==> src/rtl/evp_fsm_pkg.sv <==
// EVP polynomial evaluator: shared types and constants.
// State encodings, slot geometry and status codes used by the EVP/STP FSMs.
package evp_fsm_pkg;

  localparam int WORD_SIZE   = 16;
  localparam int BUFFER_SIZE = 1024;
  localparam int SLOT_STRIDE = 11;
  localparam int MAX_DEGREE  = 10;

  localparam logic [31:0] STATUS_OK    = 32'd0;
  localparam logic [31:0] STATUS_OVF   = 32'd1;
  localparam logic [31:0] STATUS_BAD_N = 32'd2;
  localparam logic [31:0] STATUS_RESET = 32'hFFFF_FFFF;

  typedef enum logic [2:0] {
    S_IDLE  = 3'd0,
    S_RD_N  = 3'd1,
    S_CHK   = 3'd2,
    S_FETCH = 3'd3,
    S_MAC   = 3'd4,
    S_ERROR = 3'd5,
    S_END   = 3'd6
  } evp_state_e;

  function automatic int log2(input int v);
    int r;
    r = 0;
    while ((1 << r) < v) r++;
    return r;
  endfunction

endpackage

==> src/rtl/evp_fsm_mac.sv <==
// Combinational Horner step: sum = acc*x + coeff, with 32-bit range flag.
// The wrapped sum is returned; ovf_o flags that the exact sum left int32.
module horner_mac
  import evp_fsm_pkg::*;
#(
  parameter int W = WORD_SIZE
) (
  input  logic signed [31:0]  acc_i,
  input  logic signed [W-1:0] x_i,
  input  logic signed [W-1:0] coeff_i,
  output logic        [31:0]  sum_o,
  output logic                ovf_o
);

  localparam int PW = 32 + W;
  localparam int FW = PW + 1;

  logic signed [PW-1:0] prod;
  logic signed [FW-1:0] full;

  always_comb begin
    prod  = PW'(acc_i) * PW'(x_i);
    full  = FW'(prod) + FW'(coeff_i);
    sum_o = full[31:0];
    ovf_o = (full != FW'(signed'(full[31:0])));
  end

endmodule

==> src/rtl/evp_fsm.sv <==
// EVP FSM: reads degree and coefficients of slot A, evaluates p(x) by Horner.
// Shares S/N RAM read ports with the STP FSM; result/status are registered.
module evp_fsm
  import evp_fsm_pkg::*;
#(
  parameter int word_size   = WORD_SIZE,
  parameter int buffer_size = BUFFER_SIZE
) (
  input  logic                         clk,
  input  logic                         rst,
  input  logic                         start_evp,
  input  logic [2:0]                   A,
  input  logic [word_size-1:0]         x,
  input  logic [4:0]                   rd_data_N,
  input  logic [word_size-1:0]         rd_data_S,
  output logic                         en_rd_N,
  output logic [2:0]                   rd_addr_N,
  output logic                         en_rd_S,
  output logic [log2(buffer_size)-1:0] rd_addr_S,
  output logic                         done_evp,
  output logic [31:0]                  result,
  output logic [31:0]                  status
);

  localparam int AW = log2(buffer_size);

  evp_state_e           state_q, state_d;
  logic [2:0]           a_q, a_d;
  logic [word_size-1:0] x_q, x_d;
  logic [3:0]           idx_q, idx_d;
  logic [31:0]          acc_q, acc_d;
  logic                 ovf_q, ovf_d;
  logic                 err_q, err_d;
  logic [31:0]          res_q, res_d;
  logic [31:0]          sts_q, sts_d;

  logic [31:0] mac_sum;
  logic        mac_ovf;

  horner_mac #(.W(word_size)) u_mac (
    .acc_i   (acc_q),
    .x_i     (x_q),
    .coeff_i (rd_data_S),
    .sum_o   (mac_sum),
    .ovf_o   (mac_ovf)
  );

  assign en_rd_N   = (state_q == S_RD_N);
  assign en_rd_S   = (state_q == S_FETCH);
  assign done_evp  = (state_q == S_END);
  assign rd_addr_N = a_q;
  assign rd_addr_S = AW'(a_q) * AW'(SLOT_STRIDE) + AW'(idx_q);
  assign result    = res_q;
  assign status    = sts_q;

  always_comb begin
    state_d = state_q;
    a_d     = a_q;
    x_d     = x_q;
    idx_d   = idx_q;
    acc_d   = acc_q;
    ovf_d   = ovf_q;
    err_d   = err_q;
    res_d   = res_q;
    sts_d   = sts_q;
    unique case (state_q)
      S_IDLE: begin
        if (start_evp) begin
          a_d     = A;
          x_d     = x;
          state_d = S_RD_N;
        end
      end
      S_RD_N: state_d = S_CHK;
      S_CHK: begin
        if (rd_data_N > 5'(MAX_DEGREE)) begin
          err_d   = 1'b1;
          state_d = S_ERROR;
        end else begin
          err_d   = 1'b0;
          idx_d   = rd_data_N[3:0];
          acc_d   = '0;
          ovf_d   = 1'b0;
          state_d = S_FETCH;
        end
      end
      S_FETCH: state_d = S_MAC;
      S_MAC: begin
        acc_d = mac_sum;
        ovf_d = ovf_q | mac_ovf;
        if (idx_q == 4'd0) begin
          state_d = S_END;
        end else begin
          idx_d   = idx_q - 4'd1;
          state_d = S_FETCH;
        end
      end
      S_ERROR: begin
        res_d   = '0;
        sts_d   = STATUS_BAD_N;
        state_d = S_END;
      end
      S_END: begin
        if (!err_q) begin
          res_d = acc_q;
          sts_d = ovf_q ? STATUS_OVF : STATUS_OK;
        end
        state_d = S_IDLE;
      end
      default: state_d = S_IDLE;
    endcase
  end

  always_ff @(posedge clk or negedge rst) begin
    if (!rst) begin
      state_q <= S_IDLE;
      a_q     <= '0;
      x_q     <= '0;
      idx_q   <= '0;
      acc_q   <= '0;
      ovf_q   <= 1'b0;
      err_q   <= 1'b0;
      res_q   <= '0;
      sts_q   <= STATUS_RESET;
    end else begin
      state_q <= state_d;
      a_q     <= a_d;
      x_q     <= x_d;
      idx_q   <= idx_d;
      acc_q   <= acc_d;
      ovf_q   <= ovf_d;
      err_q   <= err_d;
      res_q   <= res_d;
      sts_q   <= sts_d;
    end
  end

endmodule

==> config.mk <==
export PLATFORM = sky130hd
export DESIGN_NAME = evp_fsm
export DESIGN_NICKNAME = d
export VERILOG_FILES = /design/src/rtl/evp_fsm_pkg.sv /design/src/rtl/evp_fsm_mac.sv /design/src/rtl/evp_fsm.sv
export SDC_FILE = /design/constraint.sdc
export NUM_CORES = 2
export LEC_CHECK = 0
export CAP_MARGIN = 20
export CELL_PAD_IN_SITES_DETAIL_PLACEMENT = 1
export CELL_PAD_IN_SITES_GLOBAL_PLACEMENT = 2
export CORE_MARGIN = 2
export CORE_UTILIZATION = 43
export CTS_CLUSTER_DIAMETER = 200
export CTS_CLUSTER_SIZE = 30
export DETAILED_ROUTE_END_ITERATION = 10
export PLACE_DENSITY = 0.85
export SETUP_SLACK_MARGIN = 0.2
export SYNTH_ARGS = -nofsm -noshare
export SYNTH_HDL_FRONTEND = slang
export SYNTH_SLANG_ARGS = --single-unit
==> constraint.sdc <==
create_clock -name clk -period 13.4 [get_ports clk]
set_input_delay 2.68 -clock clk [delete_from_list [all_inputs] [get_ports clk]]
set_output_delay 2.68 -clock clk [all_outputs]
set_load 0.05 [all_outputs]
# ---- After elaboration in Yosys (flattened, before gate mapping)
# Cells that the tools add are included.
dict set report op_classes {
  shifts 0
  reduce_logical 8
  div 0
  order_cmp 1
  multipliers 2
  add_sub_neg 3
  n_bitwise 1
  n_eq_ne 11
  mux 17
}
# operator n
set ops {}
lappend ops {{one-hot mux 32 bit (2 select lines)} 3}
lappend ops {{two-way mux 32 bit} 3}
lappend ops {{adder 48 x 16 -> 49 bit} 1}
lappend ops {{multiplier 32 x 16 -> 48 bit} 1}
lappend ops {{one-hot mux 3 bit (6 select lines)} 1}
lappend ops {{!= test 17 x 1 -> 1 bit} 1}
lappend ops {{equality test 3 bit (second input constant)} 3}
lappend ops {{two-way mux 3 bit} 3}
lappend ops {{adder 7 x 4 -> 8 bit} 1}
lappend ops {{two-way mux 4 bit} 2}
lappend ops {{!= test 2 bit (second input constant)} 4}
lappend ops {{one-hot mux 4 bit (2 select lines)} 1}
lappend ops {{multiplier 3 x 4 -> 7 bit (second input constant)} 1}
lappend ops {{equality test 3 x 2 -> 1 bit (second input constant)} 2}
lappend ops {{AND reduction 2 bit} 3}
lappend ops {{> comparator 5 x 4 -> 1 bit (second input constant)} 1}
lappend ops {{logical NOT 4 bit} 1}
lappend ops {{nonzero test 2 bit} 2}
lappend ops {{subtractor 4 x 1 -> 4 bit (second input constant)} 1}
lappend ops {{equality test 3 x 1 -> 1 bit (second input constant)} 1}
lappend ops {{logical NOT 3 bit} 1}
lappend ops {{two-way mux 1 bit} 3}
lappend ops {{AND reduction 3 bit} 1}
lappend ops {{one-hot mux 1 bit (2 select lines)} 1}
lappend ops {{bitwise OR 1 bit} 1}
dict set report word_totals {
  reg_bits 124
  input_bits 43
  mem_bits_ro 0
  mem_bits_rw 0
  latch_bits 0
  n_memories 0
}

# ---- Depth between registers and ports, before layout
dict set report logic_depth {
  ltp_word 5
  ltp_mapped 28
}

# ---- Hierarchy
# Synthesis repeated with hierarchy kept, for this count alone.
dict set report hier_totals {
  cells_unflattened 2495
  area_unflattened_um2 23404.9
}
# module seq_area_each_um2 instances cells_each area_each_um2
set modules_own_cells {}
lappend modules_own_cells {horner_mac 0.0 1 2046 18735.5}
lappend modules_own_cells {evp_fsm 2381.0 1 449 4669.5}

# ---- Worst setup path before layout
# No wires, ideal clock.
dict set report synth_timing {
  path_type {in2reg}
  startpoint {input port rd_data_S[15]}
  endpoint {register ovf_q}
  path_stages 20
  arrival_time_ps 7970
  setup_ps 132
  setup_slack_ps 5299
  n_path_buf 1
  path_cell_list {ha_1 fa_1 inv_1 fa_1 fa_1 fa_1 inv_1 ha_1 clkbuf_1 and2_1 a221o_1 a221o_1 a221o_1 a41oi_1 xnor2_1 or2b_1 nor4_1 nand4_1 o311ai_1 o21ai_1}
}
dict set report synth_via {
  elab_chain_cells 4
}
# item line_no
set synth_rtl {}
lappend synth_rtl {{start: declaration} evp_fsm.sv:15} ;# input logic [word_size-1:0] rd_data_S,
lappend synth_rtl {{adder 48 x 16 -> 49 bit} evp_fsm_mac.sv:23} ;# full = FW'(prod) + FW'(coeff_i);
lappend synth_rtl {{!= test 17 x 1 -> 1 bit} evp_fsm_mac.sv:25} ;# ovf_o = (full != FW'(signed'(full[31:0])));
lappend synth_rtl {{bitwise OR 1 bit} evp_fsm.sv:90} ;# ovf_d = ovf_q | mac_ovf;
lappend synth_rtl {{one-hot mux 1 bit (2 select lines)} evp_fsm.sv:66} ;# unique case (state_q)
lappend synth_rtl {{end signal: assignment} evp_fsm.sv:131} ;# ovf_q <= ovf_d;
lappend synth_rtl {{end: declaration} evp_fsm.sv:32} ;# logic ovf_q, ovf_d;
# Every way passes these cells.
# A chain may end at the register's enable or synchronous reset.

# ---- Worst setup path after layout
# Ends and elaborated chain as after synthesis.

==> impl_metrics.csv <==
group,metric,value,unit
status,run_status,"completed",
floorplanning,dieArea,0.0562,mm²
route,route.vias.total,17387,
global_routing,initial_antenna_violation_count,1,
clocking,cts-resized-gates,0,
floorplanning,placeableCoreArea,0.0538,mm²
sta,worst_slew_margin_rel,24.0,%
clocking,clockRootBuffer,"clkbuf_16",
yosys,most_used_dff_post_synth,"dfrtp_1",
floorplanning,die-width,237,µm
placed_design,gp_routability_congestion,0.875,
route,wire_per_inst,22.1,µm
yosys,synth_top_area_share,45.3,%
clocking,cts.htree.levels,3,
worst_setup_path,crit_end,"ovf_q$_DFFE_PN0P_",
flow_run,timing.max_cap.violations,0,
worst_setup_path,timing.critical_path.from,"rd_data_S[15]",
worst_setup_path,timing.critical_path.cells,"clkdlybuf4s50_1, buf_4, inv_1, fa_1, inv_1, fa_1, fa_1, fa_1, inv_1, fa_1, inv_1, ha_1, and4_4, nand2_2, or3_1, o21bai_1, a21boi_2, o21ai_0, xnor2_1, nor4b_1, and4b_1, nand4b_1, o311ai_1, o21ai_1",
placed_design,half_perimeter_wire_length_of_the_detailed_placement_result,56700,µm
global_routing,grt_pass1_wl,115000,µm
floorplanning,rows,85,
sta,min_period_over_period,67.5,%
global_routing,first_global_vias,20290,
route,viasPerCell,5.34,
worst_hold_path,hold_path.startpoint,"result[0]$_DFFE_PN0P_",
yosys,netlist_top_cells_area,"fa_1, dfrtp_1, inv_1",
route,detail_route.iter0.violations,880,
worst_setup_path,critical_path_arrival,9.30,ns
route,drc,0,
route,final_antenna_net_count,0,
yosys,post_synth_num_cell_types,78,
global_routing,grt_util_all_layers,26.7,%
floorplanning,floorplan.initialDensity,43.4,%
worst_setup_path,regToRegStartpoint,"x_q[15]$_DFFE_PN0P_",
yosys,yosysSeqAreaShare,10.2,%
yosys,synth_edf_count,0,
worst_setup_path,ff2ff_setup_slack,5.12,ns
sta,layout_min_cycle_time,9.05,ns
yosys,post_synth.cell_area_avg,9.14,µm²
worst_setup_path,crit_top_cell,"fa_1",
placed_design,placement.cell_area,0.0249,mm²
placed_design,portBuffers,119,
worst_setup_path,cp.required,13.65,ns
sta,worstMarginPinSlew,1.14,ns
global_routing,grt_overflow_total,0,
finish,fin_nets,3255,
clocking,cts.sink_count,95,
worst_setup_path,crit_path_end_kind,"register",
clocking,numCtsBuffers,9,
sta,maxClockFrequency,0.110,GHz
sta,timing_max_transition_violations_final,0,
yosys,synth.largest_area_cell,"fa_1",
clocking,clkTransAtPathRegs,0.07,ns
floorplanning,die_h,237,µm
route,number_of_detailed_route_iterations_in_the_first_pass,5,
yosys,synthesis.yosys.warnings,0,
worst_setup_path,startpoint_type,"input port",
floorplanning,num_io_pins,123,
yosys,netlist_area,0.0234,mm²
finish,layout-drive-gt1-share,3.90,%
finish,syn_to_final_growth,8.27,%
clocking,post_cts.repair.setup_buffers,0,
worst_setup_path,worst-setup-path-type,"input port to register",
yosys,post_synth_inst_count,2557,
worst_setup_path,worst_path_largest_cell_delay,0.56,ns
yosys,yosys_register_bits,95,
finish,final_area,0.0253,mm²
clocking,max-clock-path-buffers,2,
sta,fin_skew,0.0116,ns
sta,final_hold_viol_count,0,
worst_setup_path,r2r-end,"ovf_q$_DFFE_PN0P_",
yosys,ys_async_sr_fraction,100,%
worst_setup_path,crit_path_max_fanout,17,
clocking,cts-hold-fix-buffers,0,
sta,unrepaired_setup_endpoints_after_global_routing,"false",
global_routing,grt_max_degree,72,
sta,setup_total_negative_slack,0,ns
worst_setup_path,worst-r2r-cell-count,24,
clocking,tritoncts_clock_tree,"yes",
sta,report.final.setup_viol,0,
worst_setup_path,critical-path-slowest-cell,"fa_1",
route,detail_route.wirelength,72000,µm
clocking,clock_latency,0.37,ns
worst_hold_path,hp-class,"register to register",
## synth_stat cells, drive strengths merged, types with 18 or more instances
cell type / number
a21o: 23
a21oi: 57
and2: 223
buf: 40
clkbuf: 126
dfrtp: 92
fa: 529
ha: 127
inv: 531
mux2: 18
nand2: 410
nor2: 59
o21ai: 92
xnor2: 27
xor2: 20
## state kept, by name (all words and copies together) (netlist names)
register / count
acc_q: 32
state_q: 3
err_q: 1
result: 32
x_q: 16
rd_addr_N: 3
ovf_q: 1
idx_q: 4
status: 3
## placed cells by master, fill, tap and decap left out, types with 4 or more instances in the layout
cell	Yosys	routed
inv_1	531	531
fa_1	529	529
nand2_1	408	408
and2_1	223	223
ha_1	127	127
clkdlybuf4s50_1	0	118
dfrtp_1	92	90
o21ai_0	83	82
nor2_1	59	59
a21oi_1	54	54
buf_4	33	32
xnor2_1	27	27
a21o_1	23	23
xor2_1	20	20
mux2_2	18	18
nand4_1	15	15
o22ai_1	15	15
nand2b_1	14	14
nor3_1	14	14
nand3_1	11	11
a31oi_1	10	10
and3_1	9	9
clkbuf_16	0	9
nor4_1	8	8
or3_1	5	5
o21bai_1	5	5
o21ai_2	5	5
and3b_1	4	4
a221o_1	4	4
o21a_1	4	4
o21ai_1	4	4
## per-layer routing
metal | wire length, µm | global-route usage, % | up-vias
met5 | 0 | 0 | -
met4 | 2380 | 8.84 | 0
li1 | - | - | 7627
met1 | 29500 | 33.7 | 9311
met2 | 37500 | 48.1 | 338
met3 | 2560 | 2.77 | 111
## worst min-delay path by stage
stage,to,slack [ns],depth (start not counted)
after floorplan,status[0]$_DFFE_PN1P_,0.47,2
after global placement,result[13]$_DFFE_PN0P_,0.47,2
after detailed placement,result[13]$_DFFE_PN0P_,0.47,2
after CTS,result[13]$_DFFE_PN0P_,0.49,2
after global routing,x_q[14]$_DFFE_PN0P_,0.52,1
final,result[0]$_DFFE_PN0P_,0.49,2
## stage by stage
step | utilization (%) | worst slack [ns] | std cells | hold WS, ns
after floorplan | - | 5.30 | 2559 | 0.469
after global placement | 46.3 | 4.11 | 3238 | 0.468
after detailed placement | 46.4 | 3.92 | 3239 | 0.474
after CTS | 46.9 | 4.29 | 3255 | 0.491
after global routing | 47.0 | 3.88 | 3257 | 0.522
final | 47.0 | 4.35 | 3258 | 0.486
## critical path, delay by kind of cell
kind	cells	cell delay [ns]
and+or+nand+nor	6	1.50
adders and majority gates	6	2.92
buffers and inverters	6	0.97
AOI/OAI and AO/OA	5	1.03
xor gates and xnor gates	1	0.18
## area by class of cell
class	instances	area [µm²]
Antenna cell	1	2.50
Inverter	531	1990
Clock inverter	5	63.8
Sequential cell	95	2380
Multi-Input combinational cell	1767	18300
Clock buffer	11	253
Tap cell	696	871
Fill cell	6184	28500
Timing Repair Buffer	152	1480
## logic make-up (layout without fill, tap and decap cells)
kind of cell	count (synthesis)	count (layout)	synth area share, %
adder cells (fa/ha/maj)	656	656	52.1
flip-flops	95	95	10.2
buffers and inverters	697	699	11.8
other	1	4	0.0160
XOR/XNOR	47	47	1.76
multiplexers	21	21	0.996
AO/OA/AOI/OAI	250	250	6.92
AND/OR/NAND/NOR	790	790	16.2
Power is not shown: default switching activity piles up to over one toggle a cycle in this logic, so the estimate is an artifact.
